==> src/rtl/imm_gen_pipe.sv <==
// RV32I/RV64I immediate generator: combinational decode into a STAGES-deep
// register pipe with valid/ready handshake, flush and a sidecar tag.

module imm_gen_slot #(
  parameter int W = 8
) (
  input  logic         clk,
  input  logic         rst_n,
  input  logic         flush,
  input  logic         up_vld,
  input  logic         take,
  input  logic [W-1:0] up_data,
  output logic         vld,
  output logic [W-1:0] data
);
  // take == slot empty or draining; data only moves when something real arrives.
  always_ff @(posedge clk or negedge rst_n) begin
    if (!rst_n) begin
      vld  <= 1'b0;
      data <= '0;
    end else if (flush) begin
      vld <= 1'b0;
    end else if (take) begin
      vld <= up_vld;
      if (up_vld) data <= up_data;
    end
  end
endmodule

module imm_gen_pipe #(
  parameter int XLEN   = 32,
  parameter int STAGES = 1,
  parameter int TAG_W  = 32
) (
  input  logic             clk_i,
  input  logic             rst_i,
  input  logic             flush_i,
  input  logic             in_valid_i,
  output logic             in_ready_o,
  input  logic [31:0]      instr_i,
  input  logic [TAG_W-1:0] tag_i,
  output logic             out_valid_o,
  input  logic             out_ready_i,
  output logic [XLEN-1:0]  immediate_o,
  output logic [2:0]       fmt_o,
  output logic             illegal_o,
  output logic [TAG_W-1:0] tag_o
);
  typedef enum logic [2:0] {
    FMT_NONE  = 3'd0,
    FMT_I     = 3'd1,
    FMT_SHIFT = 3'd2,
    FMT_S     = 3'd3,
    FMT_B     = 3'd4,
    FMT_U     = 3'd5,
    FMT_J     = 3'd6
  } fmt_e;

  typedef struct packed {
    logic [XLEN-1:0]  imm;
    fmt_e             fmt;
    logic             illegal;
    logic [TAG_W-1:0] tag;
  } entry_t;

  localparam int EW = $bits(entry_t);

  logic [6:0]      opc;
  logic [2:0]      f3;
  fmt_e            fmt;
  logic [XLEN-1:0] imm;
  entry_t          dec;

  assign opc = instr_i[6:0];
  assign f3  = instr_i[14:12];

  always_comb begin
    fmt = FMT_NONE;
    case (opc)
      7'b0010011: fmt = (f3 == 3'b001 || f3 == 3'b101) ? FMT_SHIFT : FMT_I;
      7'b0000011: fmt = FMT_I;
      7'b1100111: if (f3 == 3'b000) fmt = FMT_I;
      7'b0100011: fmt = FMT_S;
      7'b1100011: fmt = FMT_B;
      7'b0110111,
      7'b0010111: fmt = FMT_U;
      7'b1101111: fmt = FMT_J;
      default:    fmt = FMT_NONE;
    endcase
  end

  // Signed size casts give sign extension from instr[31] to XLEN.
  always_comb begin
    imm = '0;
    case (fmt)
      FMT_I:     imm = XLEN'($signed(instr_i[31:20]));
      FMT_SHIFT: imm = (XLEN == 64) ? XLEN'(instr_i[25:20]) : XLEN'(instr_i[24:20]);
      FMT_S:     imm = XLEN'($signed({instr_i[31:25], instr_i[11:7]}));
      FMT_B:     imm = XLEN'($signed({instr_i[31], instr_i[7], instr_i[30:25],
                                      instr_i[11:8], 1'b0}));
      FMT_U:     imm = XLEN'($signed({instr_i[31:12], 12'b0}));
      FMT_J:     imm = XLEN'($signed({instr_i[31], instr_i[19:12], instr_i[20],
                                      instr_i[30:21], 1'b0}));
      default:   imm = '0;
    endcase
  end

  assign dec = '{imm: imm, fmt: fmt, illegal: (fmt == FMT_NONE), tag: tag_i};

  logic [STAGES-1:0]         slot_vld;
  logic [STAGES-1:0][EW-1:0] slot_data;
  logic [STAGES:0]           vld_pipe;
  logic [STAGES:0]           rdy;
  entry_t                    out_e;

  assign vld_pipe = {slot_vld, in_valid_i};

  // Ready ripples back from the consumer through every empty slot.
  always_comb begin
    rdy[STAGES] = out_ready_i;
    for (int k = STAGES - 1; k >= 0; k--) rdy[k] = !slot_vld[k] || rdy[k+1];
  end

  for (genvar k = 0; k < STAGES; k++) begin : g_slot
    logic [EW-1:0] up;
    if (k == 0) begin : g_head
      assign up = dec;
    end else begin : g_body
      assign up = slot_data[k-1];
    end
    imm_gen_slot #(.W(EW)) u_slot (
      .clk     (clk_i),
      .rst_n   (rst_i),
      .flush   (flush_i),
      .up_vld  (vld_pipe[k]),
      .take    (rdy[k]),
      .up_data (up),
      .vld     (slot_vld[k]),
      .data    (slot_data[k])
    );
  end

  assign out_e       = entry_t'(slot_data[STAGES-1]);
  assign in_ready_o  = rdy[0];
  assign out_valid_o = vld_pipe[STAGES];
  assign immediate_o = out_e.imm;
  assign fmt_o       = out_e.fmt;
  assign illegal_o   = out_e.illegal;
  assign tag_o       = out_e.tag;
endmodule
==> config.mk <==
export PLATFORM = sky130hd
export DESIGN_NAME = imm_gen_pipe
export DESIGN_NICKNAME = d
export VERILOG_FILES = /design/src/rtl/imm_gen_pipe.sv
export SDC_FILE = /design/constraint.sdc
export NUM_CORES = 1
export LEC_CHECK = 0
export ABC_AREA = 1
export CAP_MARGIN = 40
export CORE_MARGIN = 4
export CORE_UTILIZATION = 40
export CTS_CLUSTER_SIZE = 20
export DETAILED_ROUTE_END_ITERATION = 6
export PLACE_DENSITY = 0.74
export SLEW_MARGIN = 40
export SYNTH_ARGS = -nofsm -noshare
export SYNTH_HDL_FRONTEND = slang
export SYNTH_SLANG_ARGS = --single-unit
==> constraint.sdc <==
create_clock -name clk_i -period 1.6 [get_ports clk_i]
set_clock_uncertainty 0.05 [all_clocks]
set_input_delay 0.32 -clock clk_i [delete_from_list [all_inputs] [get_ports clk_i]]
set_output_delay 0.32 -clock clk_i [all_outputs]
set_load 0.01 [all_outputs]
==> results of run 1 <==
## power breakdown
group          total (uW)  internal [uW]  switching [uW]
Combinational         901            440             461
Sequential           1970           1900            76.7
Clock                1640            931             711
Total                4520           3270            1250
## per-stage QoR
stage / area [um2] / TNS [ps] / cells
detailed placement: 5250 / -15490 / 728
global placement: 5250 / -13550 / 728
CTS: 5400 / 0 / 745
global route: 5570 / -6.57 / 748
floorplan: 3620 / 0 / 482
finish: 5570 / 0 / 748
## flip-flops by register name (all words and copies together), names as in the netlist
signal / count
g_slot.u_slot.vld: 1
g_slot.u_slot.data: 68
## Yosys cell counts
master,count,area (um2)
nand2_1,249,935
dfrtp_1,69,1730
nand3_1,32,160
inv_1,21,78.8
a21oi_1,19,95.1
buf_2,14,70.1
nor2_1,14,52.6
nand3_2,10,100
o21ai_0,10,50.1
inv_2,8,30.0
nand2_2,6,37.5
nand2_4,6,67.6
buf_6,5,56.3
clkbuf_1,4,15.0
nor2_2,3,18.8
nor2_4,3,33.8
nand3_4,2,35.0
a21boi_0,1,7.51
and2_1,1,6.26
buf_4,1,7.51
nand4_1,1,6.26
nor2_8,1,20.0
nor3_1,1,5.00
nor3_2,1,10.0
## critical path, stage by stage
cell and delay (ps):
clkdlybuf4s50_1 430, inv_2 150, nand2_4 80, nor2_4 140
buf_4 120, and2_2 200, nand2_2 60, nand3_2 70
nor2_2 40, nand2_1 60, nand2_1 50
## area by class of cell
cell class	instances	area, um2
Clock inverter	6	93.8
Sequential cell	69	1730
Multi-Input combinational cell	360	1750
Clock buffer	10	138
Inverter	29	113
Fill cell	790	3190
Timing Repair Buffer	166	1610
Tap cell	108	135
## worst max path at each step
stage	depth (start not counted)	endpoint	slack, ps
floorplan	9	g_slot[0].u_slot.data[47]$_DFFE_PN0P_	240
global placement	10	g_slot[0].u_slot.data[32]$_DFFE_PN0P_	-320
detailed placement	10	g_slot[0].u_slot.data[48]$_DFFE_PN0P_	-360
CTS	9	g_slot[0].u_slot.data[57]$_DFFE_PN0P_	20
global route	11	g_slot[0].u_slot.data[44]$_DFFE_PN0P_	-7
finish	11	g_slot[0].u_slot.data[32]$_DFFE_PN0P_	70
## timing repair
item / in CTS / in global routing
hold buffers: 1 / 0
endpoints found under the setup margin: 70 / 34
pin swaps: 0 / 8
resized for setup: 70 / 33
buffers inserted: 0 / 3
endpoints found under the hold margin: 69 / 0
## routing by layer
metal	global-route usage	up-vias
li1	-	1795
met1	0.262	1654
met2	0.315	89
met3	0.0355	14
met4	0.0548	0
met5	0	-
## kinds of logic after synthesis
logic type | after synthesis
AOI/OAI and AO/OA | 30
buffers and inverters | 53
DFF | 69
and+or+nand+nor | 330
==> key figures, run 1 <==
STA
  – Portion of the clock cycle consumed by the worst path in the final layout: 0.959
  – Timing-limited maximum frequency: 652 MHz
  – Total setup violations reported at the end of the flow: 0
  – Hold Worst Slack: 347 ps
  – Transition time of the tightest slew-check pin: between 300 and 400 ps
  – Max-slew violation count: 0
  – Final critical-path required period: 1530 ps
  – Minimum setup slack in the final design: ~66 ps
  – Final-report hold violation count: 0
  – Relative slew slack: 0.752

Setup path
  – Kind of end point of the critical path: flip-flop
  – Setup slack of the worst register-to-register path: about 220 ps
  – Capture point of the worst reg-to-reg path: g_slot[0].u_slot.data[18]$_DFFE_PN0P_
  – Critical path peak fanout: 6
  – Origin of the critical flop-to-flop path: g_slot[0].u_slot.vld$_DFFE_PN0P_
  – Critical path type: in -> reg
  – Launching instance or port of the critical path: instr_i[6]
  – Data arrival time of the critical path: ~1700 ps
  – Worst-case reg-to-reg path depth: 8
  – Startpoint type of the worst setup path: input port
  – Critical path data required time: 1790 ps

Final layout
  – Commonest non-fill, non-tap cells in the layout: nand2_1, dlygate4sd2_1, dfrtp_1
  – Most frequent standard cell in the layout excluding fill and tap cells: nand2_1
  – Util after Layout: 0.635
  – Area Overhead vs Synth: 53.6%
  – Share of layout cells above drive strength 1: 0.152
  – Antenna Diode Count: 0
  – Net total in the final layout: about 700

Logic synthesis
  – Mux share of post-synthesis cell area: 0
  – Synth Area in Compound Gates: 0.0421
  – Post-Synthesis Cells: just under 500
  – Post-synthesis xor/xnor area fraction: 0
  – Post-synthesis sequential area ratio: 0.476
  – Total nets after synthesis: approximately 550
  – Dominant combinational cell family by area after synthesis: simple AND/OR/NAND/NOR gates
  – Number of warnings reported in the yosys synthesis log: 0
  – Average size of a mapped cell: ~7.5 um2
  – Mapped Area: about 0.0036 mm2
  – #FFs+latches synth: between 60 and 70
  – Area fraction in and, or, nand and nor cells after synthesis: 0.410
  – Netlist cell types: 24
  – Arithmetic-cell share of the synthesized area counting full adders, half adders and majority gates: 0

Place
  – Routability congestion estimate: 0.889
  – Port Buffer Count: 138
  – Worst Setup Slack post-DPL: -357 ps
  – HPWL after detailed placement: around 7800 um

Clock tree
  – Sinks on Clock Net: 69
  – Buffer levels on the longest clock path: 2
  – Register clock-pin slew on the reported worst setup and hold paths: 80 ps
  – Source-to-sink clock delay at the later pin of the worst-skew pair: between 300 and 400 ps
  – Clock tree from TritonCTS: yes
  – CTS Root Cell: clkbuf_8
  – Number of buffers created by CTS: 9
  – CTS H-tree lvls: 3

Die
  – Die extent in x: 103 um
  – Number of primary I/O pins: approximately 140
  – Placement row count: 34
  – Area of the die: about 0.011 mm2
  – Initial core utilization: 0.414
  – Core box area: about 0.0088 mm2
  – Die boundary height: between 100 and 150 um

Routing
  – Sum of routed wire length over all layers: about 11000 um
  – WL per Instance: between 10 and 15 um
  – First-pass DRT Iterations: 4
  – Remaining number of nets flagged by the antenna check after routing: 0
  – Met3 routed WL: roughly 500 um
  – Number of vias per cell: 4.75
  – Post-route met1 wirelength: 4580 um
  – Starting DRT DRC Count: 190
  – Max Used Layer: met4
  – Via Count: between 3000 and 4000
  – Total met2 wirelength after detailed routing: 5310 um
  – Remaining DRCs: 0

Outcome
  – Run status: completed

Power and ir drop
  – Pwr/cell area: 811 mW/mm2
  – PnR Total Power: 4520 uW
  – Peak supply drop: around 0.43 mV
  – Leak: about 0.0032 uW

Hold path
  – Kind of path behind the tightest hold check: in -> reg
  – Worst Hold End: g_slot[0].u_slot.data[48]$_DFFE_PN0P_
  – Hold Path Cell Cnt: 5
  – Min-Delay Startpoint: instr_i[12]

GRT
  – Initial antenna violation count: 0
  – Overall track demand over capacity in global routing: 0.192
  – Via count of the first global-routing pass: roughly 3300
  – Pin count of the biggest net entering global routing: 70
  – Wire length of the first global-routing pass: between 15000 and 20000 um
  – Total congestion overflow after global routing: 0

Flow run
  – Max-cap violations: 0
Note: power is estimated with default switching activity, not from simulation.
==> inputs of run 2 (changes only) <==
--- a/config.mk
+++ b/config.mk
@@ -8,10 +8,10 @@
 export ABC_AREA = 1
 export CAP_MARGIN = 40
 export CORE_MARGIN = 4
-export CORE_UTILIZATION = 40
+export CORE_UTILIZATION = 44
 export CTS_CLUSTER_SIZE = 20
 export DETAILED_ROUTE_END_ITERATION = 6
-export PLACE_DENSITY = 0.74
+export PLACE_DENSITY = 0.8
 export SLEW_MARGIN = 40
 export SYNTH_ARGS = -nofsm -noshare
 export SYNTH_HDL_FRONTEND = slang
==> key figures, run 2 (synthesis gave the netlist of run 1 again) <==
STA
  – Final critical-path required period: 1580 ps (+48.7 ps)
  – Max-slew violation count: 0 (unchanged)
  – Portion of the clock cycle consumed by the worst path in the final layout: 0.989 (+0.0304)
  – Final-report hold violation count: 0 (unchanged)
  – Sum of negative setup slack: 0 ps (unchanged)
  – Transition time of the tightest slew-check pin: 399 ps (+27.0 ps)
  – Timing-limited maximum frequency: 632 MHz (-3.1%)
  – Setup repair after global routing missed its margin: true
  – Total setup violations reported at the end of the flow: 0 (unchanged)
  – Relative slew slack: 0.734 (-0.0180)

Die
  – Die boundary height: 98.8 um (-4.3%)
  – Area of the die: 0.00975 mm2 (-8.4%)
  – Die extent in x: 98.8 um (-4.3%)
  – Initial core utilization: 0.460 (+0.0459)
  – Core box area: 0.00789 mm2 (-10%)
  – Placement row count: 32 (-5.9%)
  – Number of primary I/O pins: 139 (unchanged)

Outcome
  – Run status: completed

Setup path
  – Critical path peak fanout: 21 (+15)
  – Cell with the largest stage delay on the worst path: clkdlybuf4s50_1
  – CP Buf/Inv Count: 3 (unchanged)
  – Data arrival time of the critical path: 1770 ps (+50 ps)
  – Peak per-stage delay on the critical path: 570 ps (+140 ps)
  – Ordered list of cells on the worst path: clkdlybuf4s50_1, inv_2, nor2_4, inv_2, nand3_4, nand3_4, nand2_4, nand3_2, nand2_1, nand2_1
  – Startpoint type of the worst setup path: input port
  – Instance count on the critical path: 10 (-1)
  – Worst-case reg-to-reg path depth: 9 (+1)
  – Family with the most delay on the worst path: simple AND/OR/NAND/NOR gates
  – Kind of end point of the critical path: flip-flop
  – Critical path type: in -> reg
  – Critical path data required time: 1790 ps (about the same)

Power and ir drop
  – PnR Total Power: 4310 uW (-4.6%)
  – Leak: 0.00325 uW (+0.56%)
  – Part of the total power dissipated in sequential elements: 0.458 (+0.021)
  – Peak supply drop: 0.527 mV (+22%)
  – Internal power: 3060 uW (-6.2%)
  – Pwr/cell area: 788 mW/mm2 (-2.8%)
  – Switching power summed over all nets: 1250 uW (-0.24%)
  – Proportion of total power due to net switching: 0.289 (+0.0125)
  – Part of the total power dissipated in combinational logic: 0.210 (+0.010)
  – Clock power share: 0.332 (-0.032)

GRT
  – Overall track demand over capacity in global routing: 0.224 (+0.0314)
  – Total congestion overflow after global routing: 0 (unchanged)
  – Via count of the first global-routing pass: 3664 (+9.4%)
  – Wire length of the first global-routing pass: 17600 um (+9.0%)
  – Pin count of the biggest net entering global routing: 44 (-37%)
  – Initial antenna violation count: 0 (unchanged)

Final layout
  – Antenna Diode Count: 0 (unchanged)
  – Commonest non-fill, non-tap cells in the layout: nand2_1, dlygate4sd2_1, dfrtp_1
  – Max FFs per register: 68 (unchanged)
  – Net total in the final layout: 706 (+0.28%)
  – Most frequent standard cell in the layout excluding fill and tap cells: nand2_1
  – Largest reg by FF count: g_slot.u_slot.data
  – Area Overhead vs Synth: 50.9%
  – Share of layout cells above drive strength 1: 0.153 (+0.00109)
  – Top Registers: g_slot.u_slot.data x68, g_slot.u_slot.vld x1

Flow run
  – Max-cap violations: 0 (unchanged)

Clock tree
  – CTS Root Cell: clkbuf_8
  – Number of buffers created by CTS: 9 (unchanged)
  – Sinks on Clock Net: 69 (unchanged)
  – Source-to-sink clock delay at the later pin of the worst-skew pair: 340 ps (about the same)
  – Buffer levels on the longest clock path: 2 (unchanged)
  – Register clock-pin slew on the reported worst setup and hold paths: 80 ps (about the same)
  – Clock tree from TritonCTS: yes
  – CTS H-tree lvls: 3 (unchanged)

Routing
  – Starting DRT DRC Count: 284 (+49%)
  – Remaining number of nets flagged by the antenna check after routing: 0 (unchanged)
  – Remaining DRCs: 0 (unchanged)
  – First-pass DRT Iterations: 5 (+1)
  – Via Count: 3704 (+4.3%)
  – Sum of routed wire length over all layers: 10900 um (+3.3%)
  – WL per Instance: 14.7 um (+3.8%)
  – Number of vias per cell: 4.98 (+4.8%)

Place
  – HPWL after detailed placement: 7940 um (+2.2%)
  – Port Buffer Count: 138 (unchanged)
  – Routability congestion estimate: 0.836 (-6.0%)

Hold path
  – Kind of path behind the tightest hold check: in -> async
[run 2: cell count changes in the layout (fill, tap and decap cells not counted), sizes merged]
cell           delta
buf               +2
clkinv            +2
bufinv            -1
clkbuf            -1
clkdlybuf4s50     +1
dlymetal6s2s      -1
[run 2: final cells by class]
cell class | instances | area, um2
clock buffers | 9 | 124
clock inverters | 7 | 73.8
fillers | 666 | 2420
inverters | 29 | 113
multi-input cells | 360 | 1700
flip-flops and latches | 69 | 1730
well taps | 102 | 128
repair buffers | 168 | 1610
[run 2: stage by stage]
stage	hold slack (ps)	util	cells	area, um2	worst slack [ps]
finish	388	0.694	744	5470	17.4
global route	435	0.694	744	5470	-72.3
CTS	384	0.681	741	5370	6.10
detailed placement	225	0.665	724	5240	-419
global placement	221	0.665	724	5240	-344
floorplan	-25.6	-	482	3620	242
[run 2: timing repair]
| action | 4_1_cts | 5_1_grt |
|---|---|---|
| cloned | 0 | 0 |
| gates resized for setup | 71 | 23 |
| hold buffers | 1 | 0 |
| endpoints found under the setup margin | 82 | 35 |
| pin swaps | 1 | 6 |
| hold endpoints to repair | 25 | 0 |
| setup buffers | 0 | 3 |
[run 2: metal layers]
metal	wire length (um)	GRT usage	share of wire	up-vias
li1	-	-	-	1801
met1	4360	0.284	0.40	1744
met2	5550	0.378	0.51	140
met3	760	0.0531	0.070	19
met4	226	0.0704	0.021	0
met5	0	0	0	-
[run 2: worst reg2reg max path: cells and delay by family (launching register included)]
family / cells / cell delay, ps
buf+inv: 4 / 450
flops: 1 / 350
simple gates: 5 / 420
[run 2: worst paths after layout]
check                                                      start                                    end  slack [ps]
setup / recovery                                     instr_i[12]  g_slot[0].u_slot.data[52]$_DFFE_PN0P_          20
hold / removal                                             rst_i  g_slot[0].u_slot.data[47]$_DFFE_PN0P_         390
setup reg to reg                g_slot[0].u_slot.vld$_DFFE_PN0P_  g_slot[0].u_slot.data[32]$_DFFE_PN0P_         230
hold reg to reg            g_slot[0].u_slot.data[56]$_DFFE_PN0P_  g_slot[0].u_slot.data[56]$_DFFE_PN0P_         430
max in group asynchronous                                  rst_i   g_slot[0].u_slot.data[2]$_DFFE_PN0P_         640
min in group clk_i         g_slot[0].u_slot.data[56]$_DFFE_PN0P_  g_slot[0].u_slot.data[56]$_DFFE_PN0P_         430
[run 2: power groups by stage]
stage / sequential [uW] / combinational, uW / clock (uW)
after floorplan: 2080 / 261 / 0
after global placement: 2010 / 981 / 0
after detailed placement: 2010 / 1000 / 0
after CTS: 1980 / 898 / 1470
after global routing: 2000 / 987 / 1540
final: 1980 / 904 / 1430
==> inputs of run 3 (changes only) <==
--- a/config.mk
+++ b/config.mk
@@ -8,11 +8,14 @@
 export ABC_AREA = 1
 export CAP_MARGIN = 40
 export CORE_MARGIN = 4
-export CORE_UTILIZATION = 44
+export CORE_UTILIZATION = 45
+export CTS_CLUSTER_DIAMETER = 30
 export CTS_CLUSTER_SIZE = 20
 export DETAILED_ROUTE_END_ITERATION = 6
-export PLACE_DENSITY = 0.8
+export PLACE_DENSITY = 0.81
+export SKIP_CTS_REPAIR_TIMING = 1
 export SLEW_MARGIN = 40
 export SYNTH_ARGS = -nofsm -noshare
 export SYNTH_HDL_FRONTEND = slang
+export SYNTH_HIERARCHICAL = 1
 export SYNTH_SLANG_ARGS = --single-unit
==> key figures, run 3 <==
Final layout
  – Max FFs per register: 68 (unchanged)
  – Util after Layout: 0.749 (+0.0554)
  – Commonest non-fill, non-tap cells in the layout: nand2_1, dlymetal6s2s_1, nand4_1, dfrtp_1, clkdlybuf4s50_1
  – Net total in the final layout: 716 (+1.4%)
  – Most frequent standard cell in the layout excluding fill and tap cells: nand2_1
  – Area Overhead vs Synth: 58.8%
  – Fill cell count: 574 (-14%)
  – Antenna Diode Count: 0 (unchanged)
  – Share of layout cells above drive strength 1: 0.137 (-0.0161)
  – Top Registers: g_slot.u_slot/data x68, g_slot.u_slot/vld x1
  – Largest reg by FF count: g_slot.u_slot/data

Logic synthesis
  – Arithmetic-cell share of the synthesized area counting full adders, half adders and majority gates: 0 (unchanged)
  – #FFs+latches synth: 69 (unchanged)
  – Top-count cell post-synth: nand2_1
  – Leading post-synthesis cells by cell area: dfrtp_1, nand2_1, nand4_1
  – Post-Synthesis Cells: 499 (+3.5%)
  – Synth Area in Compound Gates: 0.0286 (-0.0135)
  – Post-synthesis xor/xnor area fraction: 0 (unchanged)
  – Most instantiated cells after synthesis: nand2_1, dfrtp_1, nand4_1
  – EDFF count, synth: 0 (unchanged)
  – Synth top area share: 0.464 (-0.0122)
  – Dominant combinational cell family by area after synthesis: simple AND/OR/NAND/NOR gates
  – Area fraction in and, or, nand and nor cells after synthesis: 0.421 (+0.0104)
  – Number of warnings reported in the yosys synthesis log: 6 (+6)
  – FFs w/ async S/R, synth: 1.00 (unchanged)
  – Post-synthesis sequential area ratio: 0.464 (-0.0122)
  – Total nets after synthesis: 568 (+3.1%)
  – Mux share of post-synthesis cell area: 0 (unchanged)
  – Main synth FF type: dfrtp_1
  – Top cell type by total area after synthesis: dfrtp_1
  – Netlist cell types: 21 (-13%)
  – Average size of a mapped cell: 7.45 um2 (-0.87%)
  – Mapped Area: 0.00372 mm2 (+2.6%)

Place
  – HPWL after detailed placement: 8030 um (+1.1%)
  – Routability congestion estimate: 0.887 (+6.2%)
  – Port Buffer Count: 138 (unchanged)

STA
  – Portion of the clock cycle consumed by the worst path in the final layout: 0.958 (-0.0311)
  – Hold Worst Slack: 397 ps (+8.60 ps)
  – Setup repair after global routing missed its margin: false
  – Relative slew slack: 0.749 (+0.0152)
  – Max-slew violation count: 0 (unchanged)
  – Final critical-path required period: 1530 ps (-49.8 ps)
  – Total setup violations reported at the end of the flow: 0 (unchanged)
  – Timing-limited maximum frequency: 652 MHz (+3.2%)
  – Final-report hold violation count: 0 (unchanged)
  – Transition time of the tightest slew-check pin: 376 ps (-22.8 ps)

Setup path
  – Capture point of the worst reg-to-reg path: g_slot[0].u_slot/data[13]$_DFFE_PN0P_
  – Setup slack of the worst register-to-register path: 150 ps (-80 ps)
  – Critical path type: in -> reg
  – Origin of the critical flop-to-flop path: g_slot[0].u_slot/vld$_DFFE_PN0P_
  – Kind of end point of the critical path: flip-flop
  – Startpoint type of the worst setup path: input port
  – Critical path peak fanout: 21 (unchanged)
  – Worst-case reg-to-reg path depth: 6 (-3)
  – Data arrival time of the critical path: 1750 ps (-20 ps)
  – Critical path data required time: 1820 ps (+30 ps)

Clock tree
  – Source-to-sink clock delay at the later pin of the worst-skew pair: 330 ps (about the same)
  – CTS H-tree lvls: 3 (unchanged)
  – Sinks on Clock Net: 69 (unchanged)
  – Register clock-pin slew on the reported worst setup and hold paths: 80 ps (about the same)
  – CTS Root Cell: clkbuf_8
  – Number of buffers created by CTS: 9 (unchanged)
  – Clock tree from TritonCTS: yes
  – Buffer levels on the longest clock path: 2 (unchanged)

Routing
  – Via Count: 4102 (+11%)
  – Sum of routed wire length over all layers: 12000 um (+10%)
  – Number of vias per cell: 5.44 (+9.3%)
  – Remaining DRCs: 0 (unchanged)
  – WL per Instance: 16.0 um (+8.9%)
  – Remaining number of nets flagged by the antenna check after routing: 0 (unchanged)
  – Starting DRT DRC Count: 254 (-11%)
  – First-pass DRT Iterations: 5 (unchanged)

Power and ir drop
  – Leak: 0.00407 uW (+25%)
  – Part of the total power dissipated in sequential elements: 0.429 (-0.029)
  – Proportion of total power due to net switching: 0.271 (-0.0180)
  – Part of the total power dissipated in combinational logic: 0.213 (+0.003)
  – Pwr/cell area: 779 mW/mm2 (-1.2%)
  – Internal power: 3350 uW (+9.4%)
  – Switching power summed over all nets: 1250 uW (about the same)
  – Clock power share: 0.358 (+0.026)
  – Peak supply drop: 0.488 mV (-7.3%)

Outcome
  – Run status: completed

GRT
  – Via count of the first global-routing pass: 3908 (+6.7%)
  – Overall track demand over capacity in global routing: 0.227 (+0.00365)
  – Wire length of the first global-routing pass: 18500 um (+5.1%)
  – Initial antenna violation count: 0 (unchanged)
  – Total congestion overflow after global routing: 0 (unchanged)
  – Pin count of the biggest net entering global routing: 70 (+59%)

Hold path
  – Worst Hold End: g_slot[0].u_slot/data[49]$_DFFE_PN0P_
  – Hold Path Cell Cnt: 5
  – Min-Delay Startpoint: instr_i[13]
  – Kind of path behind the tightest hold check: in -> reg

Die
  – Placement row count: 32 (unchanged)
  – Initial core utilization: 0.472 (+0.0121)
  – Core box area: 0.00789 mm2 (unchanged)
  – Die boundary height: 98.9 um (+0.16%)
  – Area of the die: 0.00979 mm2 (+0.31%)
  – Die extent in x: 98.9 um (+0.16%)
  – Number of primary I/O pins: 139 (unchanged)

Flow run
  – Max-cap violations: 0 (unchanged)
run 3: changes by cell type after synthesis, sizes merged, moves of 2 or more:
cell and change:
nor2 +10, nand2 -55, o21ai +2, a21oi -12
clkbuf +2, nand3 -7, nand4 +68, buf +11
run 3: worst max-delay path, cell delays in order:
cell,delay [ps]
clkdlybuf4s50_1,440
nor3_2,190
nand3_2,130
nand3_4,110
nand2_1,90
buf_12,170
nand2_1,80
nand4_1,100
nand2_1,100
run 3: final cells by class:
class,count,area (um2),share of cell area
sequential,69,1730,0.292
tap,102,128,0.0216
clock inverter,5,82.6,0.0140
multi-input combinational,364,1770,0.299
timing repair buffer,174,1940,0.329
clock buffer,11,151,0.0256
inverter,29,109,0.0184
run 3: worst max path at each step:
stage,end,cells past startpoint,from
floorplan,g_slot[0].u_slot/data[57]$_DFFE_PN0P_,9,instr_i[1]
global placement,g_slot[0].u_slot/data[54]$_DFFE_PN0P_,9,instr_i[1]
detailed placement,g_slot[0].u_slot/data[51]$_DFFE_PN0P_,9,instr_i[0]
CTS,in_ready_o,4,out_ready_i
global route,g_slot[0].u_slot/data[43]$_DFFE_PN0P_,11,instr_i[2]
finish,g_slot[0].u_slot/data[47]$_DFFE_PN0P_,9,instr_i[14]
run 3: power by group through the flow:
stage                     clock network, uW  registers (uW)  logic (uW)
final                                  1650            1970         980
after floorplan                           0            2070         287
after detailed placement                  0            2010         995
after global routing                   1760            1990        1060
after global placement                    0            2000         974
after CTS                              1670            1980         999
run 3: routing by layer:
layer / vias up / share of wire / track usage
met3: 25 / 0.090 / 0.0510
met2: 213 / 0.49 / 0.379
li1: 1941 / - / -
met5: - / 0 / 0
met1: 1923 / 0.41 / 0.301
met4: 0 / 0.015 / 0.0567
run 3: cell families after synthesis:
group,Yosys count
flip-flops,69
buffers and inverters,66
AND/OR/NAND/NOR,345
AO/OA/AOI/OAI,19
run 3: through the flow:
step	worst slack (ps)	area [um2]	total power [uW]	TNS, ps	instances
after detailed placement	-451	5330	3000	-18870	735
after floorplan	190	3720	2360	0	499
after global routing	4.08	5910	4810	0	754
after global placement	-389	5330	2980	-16680	735
after CTS	-163	5570	4640	-2900	751
final	67.2	5910	4600	0	754
